$ cat config.mk
export PLATFORM = sky130hd
export DESIGN_NAME = ex_stage
export DESIGN_NICKNAME = d
export VERILOG_FILES = /design/src/rtl/ex_stage.sv
export SDC_FILE = /design/constraint.sdc
export NUM_CORES = 1
export LEC_CHECK = 0
export BUFFER_PORTS_ARGS = -buffer_cell sky130_fd_sc_hd__buf_2
export CAP_MARGIN = 20
export CORE_ASPECT_RATIO = 2
export CORE_MARGIN = 5
export CORE_UTILIZATION = 40
export CTS_BUF_LIST = sky130_fd_sc_hd__clkbuf_8
export CTS_CLUSTER_SIZE = 12
export DETAILED_ROUTE_END_ITERATION = 8
export PLACE_DENSITY = 0.68
export SLEW_MARGIN = 10
export SYNTH_ARGS = -nofsm -noshare
export SYNTH_HDL_FRONTEND = slang
export SYNTH_SLANG_ARGS = --single-unit
$ cat constraint.sdc
create_clock -name clk -period 6.9 [get_ports clk]
set_input_delay 1.035 -clock clk [delete_from_list [all_inputs] [get_ports clk]]
set_output_delay 1.035 -clock clk [all_outputs]
set_load 0.02 [all_outputs]
$ cat src/rtl/ex_stage.sv
// Purpose : MIPS execute stage. ALU, beq resolution, HI/LO and an iterative multiplier feed the EX/MEM register.
// Latency : one negedge from the ID/EX inputs to the EX/MEM outputs; mult/multu take MUL_CYCLES edges after start.
// Backpr. : stall_out freezes IF/ID/ID-EX while a mult/multu/mfhi/mflo waits on a busy multiplier; EX/MEM gets bubbles.
//
// Ports:
//   clk, rst_n                 pipeline clock (negedge-updated state), async active-low reset
//   PC, Rt, Rd, imm16          instruction fields from ID/EX
//   busA, busB                 register operands
//   ExtOp..RegWr, ALUop, func  decoded control
//   flush                      turn the instruction in EX into a bubble
//   *_out                      EX/MEM register contents
//   busy                       multiplier running
//   stall_out                  combinational hold request for upstream registers
module ex_stage #(
  parameter int MUL_CYCLES = 32
) (
  input  logic        clk,
  input  logic        rst_n,
  input  logic [31:0] PC,
  input  logic [4:0]  Rt,
  input  logic [4:0]  Rd,
  input  logic [15:0] imm16,
  input  logic [31:0] busA,
  input  logic [31:0] busB,
  input  logic        ExtOp,
  input  logic        ALUSrc,
  input  logic        RegDst,
  input  logic        R_type,
  input  logic        MemWr,
  input  logic        Branch,
  input  logic        MemtoReg,
  input  logic        RegWr,
  input  logic [2:0]  ALUop,
  input  logic [5:0]  func,
  input  logic        flush,
  output logic [31:0] alu_result_out,
  output logic [31:0] store_data_out,
  output logic [4:0]  wr_reg_out,
  output logic [31:0] branch_target_out,
  output logic        branch_taken_out,
  output logic        MemWr_out,
  output logic        MemtoReg_out,
  output logic        RegWr_out,
  output logic        busy,
  output logic        stall_out
);

  localparam int CNT_W = (MUL_CYCLES > 1) ? $clog2(MUL_CYCLES) : 1;

  localparam logic [5:0] F_ADD  = 6'b100000, F_ADDU = 6'b100001;
  localparam logic [5:0] F_SUB  = 6'b100010, F_SUBU = 6'b100011;
  localparam logic [5:0] F_AND  = 6'b100100, F_OR   = 6'b100101;
  localparam logic [5:0] F_XOR  = 6'b100110, F_SLT  = 6'b101010;
  localparam logic [5:0] F_SLTU = 6'b101011;
  localparam logic [5:0] F_MULT = 6'b011000, F_MULTU = 6'b011001;
  localparam logic [5:0] F_MFHI = 6'b010000, F_MFLO  = 6'b010010;

  logic [31:0] hi_q, lo_q;
  logic [63:0] mcand_q, acc_q;
  logic [31:0] mplier_q;
  logic        mneg_q;
  logic [CNT_W-1:0] cnt_q;

  logic [31:0] ext, sext, b_op, alu_res, a_mag, b_mag;
  logic [63:0] acc_nxt, prod;
  logic        is_mul, is_hilo, mul_start, bubble, signed_mul;

  assign sext = {{16{imm16[15]}}, imm16};
  assign ext  = ExtOp ? sext : {16'b0, imm16};
  assign b_op = ALUSrc ? ext : busB;

  assign is_mul    = (func == F_MULT) || (func == F_MULTU);
  assign is_hilo   = is_mul || (func == F_MFHI) || (func == F_MFLO);
  assign stall_out = busy && R_type && is_hilo;

  // flush cancels a start; stall already implies busy, so no start then either.
  assign mul_start = !flush && !busy && R_type && is_mul;
  // mult/multu carries no register write of its own, so it always retires as a bubble.
  assign bubble    = flush || stall_out || (R_type && is_mul);

  // Signed multiply runs on magnitudes; the sign is applied to the 64-bit product at the end.
  assign signed_mul = (func == F_MULT);
  assign a_mag = (signed_mul && busA[31]) ? (~busA + 32'd1) : busA;
  assign b_mag = (signed_mul && busB[31]) ? (~busB + 32'd1) : busB;

  assign acc_nxt = acc_q + (mplier_q[0] ? mcand_q : 64'd0);
  assign prod    = mneg_q ? (~acc_nxt + 64'd1) : acc_nxt;

  always_comb begin
    alu_res = 32'd0;
    if (R_type) begin
      case (func)
        F_ADD, F_ADDU: alu_res = busA + b_op;
        F_SUB, F_SUBU: alu_res = busA - b_op;
        F_AND:         alu_res = busA & b_op;
        F_OR:          alu_res = busA | b_op;
        F_XOR:         alu_res = busA ^ b_op;
        F_SLT:         alu_res = {31'd0, $signed(busA) < $signed(b_op)};
        F_SLTU:        alu_res = {31'd0, busA < b_op};
        F_MFHI:        alu_res = hi_q;
        F_MFLO:        alu_res = lo_q;
        default:       alu_res = 32'd0;
      endcase
    end else begin
      case (ALUop)
        3'b000:  alu_res = busA + b_op;
        3'b001:  alu_res = busA - b_op;
        3'b010:  alu_res = busA | b_op;
        3'b011:  alu_res = busA & b_op;
        3'b100:  alu_res = {31'd0, $signed(busA) < $signed(b_op)};
        3'b101:  alu_res = {31'd0, busA < b_op};
        3'b110:  alu_res = {imm16, 16'b0};
        default: alu_res = busA ^ b_op;
      endcase
    end
  end

  // Multiplier and HI/LO.
  always_ff @(negedge clk or negedge rst_n) begin
    if (!rst_n) begin
      hi_q     <= 32'd0;
      lo_q     <= 32'd0;
      mcand_q  <= 64'd0;
      acc_q    <= 64'd0;
      mplier_q <= 32'd0;
      mneg_q   <= 1'b0;
      cnt_q    <= '0;
      busy     <= 1'b0;
    end else if (busy) begin
      acc_q    <= acc_nxt;
      mcand_q  <= mcand_q << 1;
      mplier_q <= mplier_q >> 1;
      cnt_q    <= cnt_q + 1'b1;
      if (cnt_q == CNT_W'(MUL_CYCLES - 1)) begin
        hi_q  <= prod[63:32];
        lo_q  <= prod[31:0];
        busy  <= 1'b0;
        cnt_q <= '0;
      end
    end else if (mul_start) begin
      mcand_q  <= {32'd0, a_mag};
      mplier_q <= b_mag;
      acc_q    <= 64'd0;
      mneg_q   <= signed_mul && (busA[31] ^ busB[31]);
      cnt_q    <= '0;
      busy     <= 1'b1;
    end
  end

  // EX/MEM register; data fields always load, control fields are zeroed on a bubble.
  always_ff @(negedge clk or negedge rst_n) begin
    if (!rst_n) begin
      alu_result_out    <= 32'd0;
      store_data_out    <= 32'd0;
      wr_reg_out        <= 5'd0;
      branch_target_out <= 32'd0;
      branch_taken_out  <= 1'b0;
      MemWr_out         <= 1'b0;
      MemtoReg_out      <= 1'b0;
      RegWr_out         <= 1'b0;
    end else begin
      alu_result_out    <= alu_res;
      store_data_out    <= busB;
      wr_reg_out        <= RegDst ? Rd : Rt;
      branch_target_out <= PC + 32'd4 + {sext[29:0], 2'b00};
      branch_taken_out  <= !bubble && Branch && (busA == busB);
      MemWr_out         <= !bubble && MemWr;
      MemtoReg_out      <= !bubble && MemtoReg;
      RegWr_out         <= !bubble && RegWr;
    end
  end

endmodule

# Yosys cells after proc, flatten, opt, wreduce, memory -nomap -nowiden
# Cells that the tools add are included.
[op_classes] bitwise=8 eq_ne=21 n_mux=22 add_sub_neg=9 n_lt_le_gt_ge=2 reduce_logical=28
[op_table] op="2-to-1 mux 64 bit" count=6
[op_table] op="one-hot mux 32 bit (9 select lines)" count=1
[op_table] op="2-to-1 mux 32 bit" count=7
[op_table] op="one-hot mux 32 bit (7 select lines)" count=1
[op_table] op="adder 32 x 1 -> 32 bit, second input constant" count=2
[op_table] op="adder 32 bit" count=2
[op_table] op="adder 64 x 1 -> 64 bit, second input constant" count=1
[op_table] op="adder 64 bit" count=1
[op_table] op="< comparator 32 bit" count=2
[op_table] op="inverter 32 bit" count=2
[op_table] op="inverter 64 bit" count=1
[op_table] op="== test 6 bit, second input constant" count=9
[op_table] op="adder 32 x 3 -> 32 bit, second input constant" count=1
[op_table] op="bitwise AND 32 bit" count=1
[op_table] op="== test 32 bit" count=1
[op_table] op="bitwise OR 32 bit" count=1
[op_table] op="subtractor 32 bit" count=1
[op_table] op="bitwise XOR 32 bit" count=1
[op_table] op="== test 6 x 5 -> 1 bit, second input constant" count=4
[op_table] op="2-to-1 mux 5 bit" count=4
[op_table] op="logical AND 1 bit" count=14
[op_table] op="== test 3 bit, second input constant" count=3
[op_table] op="== test 3 x 2 -> 1 bit, second input constant" count=2
[op_table] op="adder 5 x 1 -> 5 bit, second input constant" count=1
[op_table] op="other kinds (11)" count=21
[totals] inputBits=142 regBits=336 word_cells=106

# Logic depth before layout (Yosys ltp)
# Gate-level depths: netlist (run 1).
[logic_depth] depth_word=10 ltp_mapped=19 mapped_depth_nobuf=17

==> results of run 1 <==
==> per-layer routing <==
| metal | GRT usage | routed length [µm] | up-vias |
|---|---|---|---|
| li1 | - | - | 14820 |
| met1 | 0.3141 | 43930 | 15230 |
| met2 | 0.5837 | 65640 | 1503 |
| met3 | 0.06390 | 7988 | 650 |
| met4 | 0.3416 | 17330 | 0 |
| met5 | 0 | 0 | - |
==> registers in the layout, indices dropped and copies added, names as in the netlist <==
name and cells:
MemtoReg_out 1, busy 1, mneg_q 1, MemWr_out 1, branch_target_out 32, cnt_q 5
lo_q 32, alu_result_out 32, branch_taken_out 1, mcand_q 64, acc_q 64, hi_q 32
store_data_out 32, mplier_q 32, wr_reg_out 5, RegWr_out 1
==> cell type report <==
| cell class | instances | area (µm²) | share of cell area |
|---|---|---|---|
| tap | 923 | 1155 | 0.02998 |
| timing repair buffer | 899 | 6609 | 0.1715 |
| clock buffer | 67 | 922.1 | 0.02394 |
| clock inverter | 27 | 311.5 | 0.008087 |
| inverter | 157 | 599.3 | 0.01556 |
| sequential | 336 | 8408 | 0.2182 |
| multi-input combinational | 2999 | 20490 | 0.5319 |
| antenna | 12 | 30.03 | 0.0007794 |
==> logic make-up (layout without fill, tap and decap cells) <==
family | Yosys count | after routing | synth area share
XOR/XNOR | 237 | 237 | 0.07140
multiplexers | 60 | 60 | 0.02316
flip-flops | 336 | 336 | 0.2892
AND/OR/NAND/NOR | 1247 | 1247 | 0.2014
buffers and inverters | 392 | 1150 | 0.05139
adder cells (fa/ha/maj) | 225 | 225 | 0.09787
other | 0 | 12 | 0
AO/OA/AOI/OAI | 1230 | 1230 | 0.2656
==> what timing repair did <==
| item | 4_1_cts | 5_1_grt |
|---|---|---|
| pin swaps | 87 | 124 |
| buffers inserted | 79 | 33 |
| resized for setup | 165 | 90 |
| setup endpoints to repair | 34 | 34 |
==> worst min-delay path: stages, from the launching register on <==
cell and delay [ps]:
dfrtn_1 420, nand2_1 50, o21ai_0 60
==> cell usage in the layout, fill, tap and decap left out, types with 60 or more instances in the layout <==
cell type / instances
dfrtn_1: 336
a21oi_1: 277
nor2_1: 295
clkbuf_8: 67
xor2_1: 98
o21ai_0: 358
xnor2_1: 132
ha_1: 197
buf_2: 244
buf_4: 585
inv_1: 150
and2_1: 85
nor3_1: 60
nand2_1: 474
==> worst min path at each step <==
stage,slack [ps],startpoint,end,cells past startpoint
after global routing,430,hi_q[2],hi_q[2],2
after floorplan,400,lo_q[12],lo_q[12],2
final,410,mcand_q[36],mcand_q[37],2
after CTS,420,mcand_q[36],mcand_q[37],2
after global placement,420,lo_q[29],lo_q[29],2
after detailed placement,430,hi_q[2],hi_q[2],2
==> power breakdown <==
group          switching [mW]  internal [mW]
clock                   0.942           1.11
combinational            2.73           1.74
sequential              0.296           2.48
total                    3.96           5.33
==> results_dict.tcl, run 1 <==
set metrics [dict create \
    r2r-start "mplier_q[0]" \
    final_nets 4811 \
    start_kind "input port" \
    hold_viol 0 \
    skew_ps 62.86 \
    drv_cap 0 \
    yosysMostFrequentCell "nand2_1" \
    firstDrtPassIters 7 \
    finalNonFillerCells 5420 \
    syn-cell-area_um2 29070 \
    clk-insertion-delay-late_ps 650 \
    routed_via_density 5.941 \
    fillers 6909 \
    slew-limit-headroom 0.1617 \
    clk_pin_slew_ps 50 \
    cp-end-kind "flip-flop" \
    grt_pass1_vias 32650 \
    cts-root-buf "clkbuf_8" \
    placed_area_um2 35390 \
    peakVddDrop_uv 198.5 \
    worst-path-max-fanout 7 \
    crit_chain "buf_12, buf_12, mux2i_4, buf_6, ha_4, inv_6, o211ai_1, buf_4, o22ai_4, a211oi_4, buf_12, a2111oi_4, o41ai_4, a2111oi_4, o21ai_2, buf_4, o21ai_2, nor4_2, o32ai_2" \
    syn_nets 4094 \
    synthFlopType "dfrtn_1" \
    outcome "complete, but fails checks" \
    setup_slack_ps -679.8 \
    clock-sinks 336 \
    dpl_worst_slack_ps -1517 \
    dp_hpwl_mm 105.3 \
    dp_cells 5224 \
    power_density_nw_per_um2 241.1 \
    synth_top_area_share 0.2892 \
    setup_violations 25 \
    cts_tree "yes" \
    r2r_setup_slack_ps 880 \
    yosysWarnings 0 \
    die_area_um2 78490 \
    crit_end "alu_result_out[29]" \
    core_um2 72520 \
    crit_required_ps 3900 \
    synth_edf_count 0 \
    area_growth_pct 32.53 \
    rr_endpoint "hi_q[2]" \
    drive_gt1_frac 0.2792 \
    ant_nets 0 \
    syn_inst 3727 \
    ys_types 98 \
    hold_buffers 0 \
    synthArstFlopShare 1.000 \
    grt_pass1_wl_mm 199.3 \
    power.total_mw 9.289 \
    final_core_util 0.5312 \
    reg2regPathDepth 15 \
    cp.depth 19 \
    grt_max_degree 104 \
    cpMostUsedCell "buf_12" \
    drt-initial-drc-count 2839 \
    ys_top_cells_by_area "dfrtn_1 (29%), ha_1 (9.5%), o21ai_0 (6.7%)" \
    grt_setup_unrepaired "yes" \
    hp-class "flip-flop to flip-flop" \
    violations "negative setup slack" \
    fp-row-count 140 \
    gr-total-overflow 0 \
    hold_ws_ps 414.6 \
    cts_buffers 51 \
    htreeDepth 2 \
    grt_usage 0.3326 \
    yosysTopAreaCell "dfrtn_1" \
    avgRoutedWirePerCell_um 24.89 \
    timing.critical_path.buf_inv 7 \
    tightest_slew_ps 1255 \
    vias 32200 \
    setup_tns_ps -9784 \
    portBuffers 248 \
    p_leak_nw 17.44 \
    start_util 0.4009 \
    die_w_um 200.6 \
    io_pins 249 \
    drc 0 \
    drt-total-wl_mm 134.9 \
    cpPeakStageDelay_ps 430 \
    worstPathArrival_ps 4580 \
    final-max-slew-violation-count 0 \
    avgSynthCellArea_um2 7.800 \
    ys_top_cells_by_count "nand2_1 (481), o21ai_0 (391), dfrtn_1 (336), nor2_1 (308), a21oi_1 (306)" \
    synth_seq_area_share 0.2892 \
    clock_path_buffers 3 \
    die_height_um 391.3 \
    gp_congestion 1.074 \
    slowest_stage "o41ai_4" \
    crit_family "compound AO/OA/AOI/OAI gates" \
    ys_ff_latch 336 \
    path_class "input port to flip-flop" \
    final_area_um2 38530 \
    crit_start "ALUSrc" \
    antenna_found_initial 11 \
]
(Power assumes the default switching activity.)
==> run 2: changes to the inputs <==
- CORE_UTILIZATION: 40 -> 45
- PLACE_DENSITY: 0.68 -> 0.74
==> run 2 against run 1 <==
- the flow still finishes with violations (negative setup slack)
- setup slack improved by 48 ps
- combinational power about the same
- via count increased by 0.21%
- largest cell class unchanged
- clock power about the same
- utilization increased by 6.5 points
==> results_dict.tcl, run 2 (same netlist as run 1, synthesis figures left out) <==
set metrics [dict create \
    dpl_worst_slack_ps -1727 \
    core_um2 63920 \
    start_util 0.4548 \
    vias 32270 \
    ant_nets 0 \
    firstDrtPassIters 6 \
    final_cell_mix "buf_4 (573), nand2_1 (475), o21ai_0 (364)" \
    final_area_um2 38110 \
    r2r-start "mplier_q[0]" \
    hp-start "mplier_q[15]" \
    gr-total-overflow 0 \
    start_kind "input port" \
    finalNonFillerCells 5263 \
    drt-initial-drc-count 2462 \
    peakVddDrop_uv 232.8 \
    skew_ps 42.20 \
    crit_start "ALUSrc" \
    clock_path_buffers 3 \
    final_nets 4783 \
    grt_max_degree 107 \
    die_height_um 369.4 \
    placed_area_um2 35370 \
    cts_buffers 53 \
    grt_pass1_vias 32590 \
    drt-total-wl_mm 138.3 \
    setup_tns_ps -8693 \
    top_regs "acc_q: 64 flops, mcand_q: 64 flops" \
    violations "negative setup slack" \
    avgRoutedWirePerCell_um 26.27 \
    dp_cells 5114 \
    die_w_um 189.7 \
    power.total_mw 9.307 \
    antenna_found_initial 9 \
    worstPathArrival_ps 4540 \
    hp-class "flip-flop to flip-flop" \
    fp-row-count 131 \
    crit_required_ps 3910 \
    p_leak_nw 17.31 \
    hold_viol 0 \
    clock-sinks 336 \
    final_common_cell "buf_4" \
    power_density_nw_per_um2 244.2 \
    cts-root-buf "clkbuf_8" \
    tightest_slew_ps 1066 \
    grt_pass1_wl_mm 203.0 \
    drc 0 \
    worst-path-max-fanout 6 \
    path_class "input port to flip-flop" \
    gp_congestion 1.054 \
    routed_via_density 6.131 \
    dp_hpwl_mm 110.8 \
    setup_slack_ps -631.6 \
    portBuffers 248 \
    grt_setup_unrepaired "yes" \
    grt_usage 0.3832 \
    outcome "complete, but fails checks" \
    die_area_um2 70090 \
    clk_pin_slew_ps 50 \
    drive_gt1_frac 0.2729 \
    setup_violations 27 \
    io_pins 249 \
    cts_tree "yes" \
    slew-limit-headroom 0.2853 \
    area_growth_pct 31.10 \
    htreeDepth 2 \
    hold_buffers 0 \
    drv_cap 0 \
    final-max-slew-violation-count 0 \
    clk-insertion-delay-late_ps 650 \
    cp-end-kind "flip-flop" \
]
## run 2: cell count changes in the layout (fill, tap and decap cells not counted), sizes merged
cell	before	now
clkinv	8	10
buf	899	869
diode	12	9
inv	165	166
clkinvlp	5	4
bufinv	6	7
clkbuf	67	65
## run 2: area by class of cell
type,instances,area [µm²]
Antenna cell,9,22.52
Clock buffer,65,894.6
Clock inverter,30,354.1
Fill cell,5963,25810
Inverter,157,596.8
Multi-Input combinational cell,2999,20480
Sequential cell,336,8408
Tap cell,798,998.5
Timing Repair Buffer,869,6352
## run 2: repair_timing
action	4_1_cts	5_1_grt
pin swaps	98	67
endpoints found under the setup margin	35	33
resized for setup	142	77
setup buffers	31	20
## run 2: metrics by stage
step	hold slack, ps	utilization
floorplan	399.2	-
global placement	418.8	0.5533
detailed placement	427.5	0.5533
CTS	428.1	0.5873
global route	457.1	0.5961
finish	423.7	0.5962
## run 2: path summary, 6_finish.rpt
| path | cells after the start | to | slack [ps] |
|---|---|---|---|
| min | 2 | mplier_q[14] | 420 |
| max in group asynchronous | 2 | alu_result_out[31] | 2260 |
| min in group asynchronous | 1 | branch_target_out[3] | 3720 |
| max reg2reg | 16 | hi_q[30] | 1090 |
| max | 19 | alu_result_out[26] | -630 |
| min reg2reg | 2 | mplier_q[14] | 420 |
## run 2: where the power goes
group	total [mW]	switching [mW]	internal (mW)
clock	2.07	0.942	1.13
combinational	4.46	2.75	1.71
sequential	2.78	0.304	2.48
total	9.31	3.99	5.31
## run 2: metal layers
layer,share of wire,wire (µm),GRT usage,vias to the layer above
met5,0.000094,13,0,-
met4,0.13,17510,0.3755,2
met3,0.061,8470,0.06570,632
met2,0.49,67780,0.6734,1456
met1,0.32,44490,0.3685,15400
li1,-,-,-,14780
## run 2: worst max-delay path, cell delays in order
cell       delay (ps)
buf_16            130
buf_6             130
nand2_2            40
o21a_1            150
inv_2              60
ha_4              170
fa_2              400
a21oi_2           150
o21ai_1           100
or4_4             450
a41oi_4           290
or4b_4            230
a21oi_4            60
o2111ai_2         170
nand2_2           120
buf_6             140
a221o_1           320
a221oi_2          240
o22ai_1           110
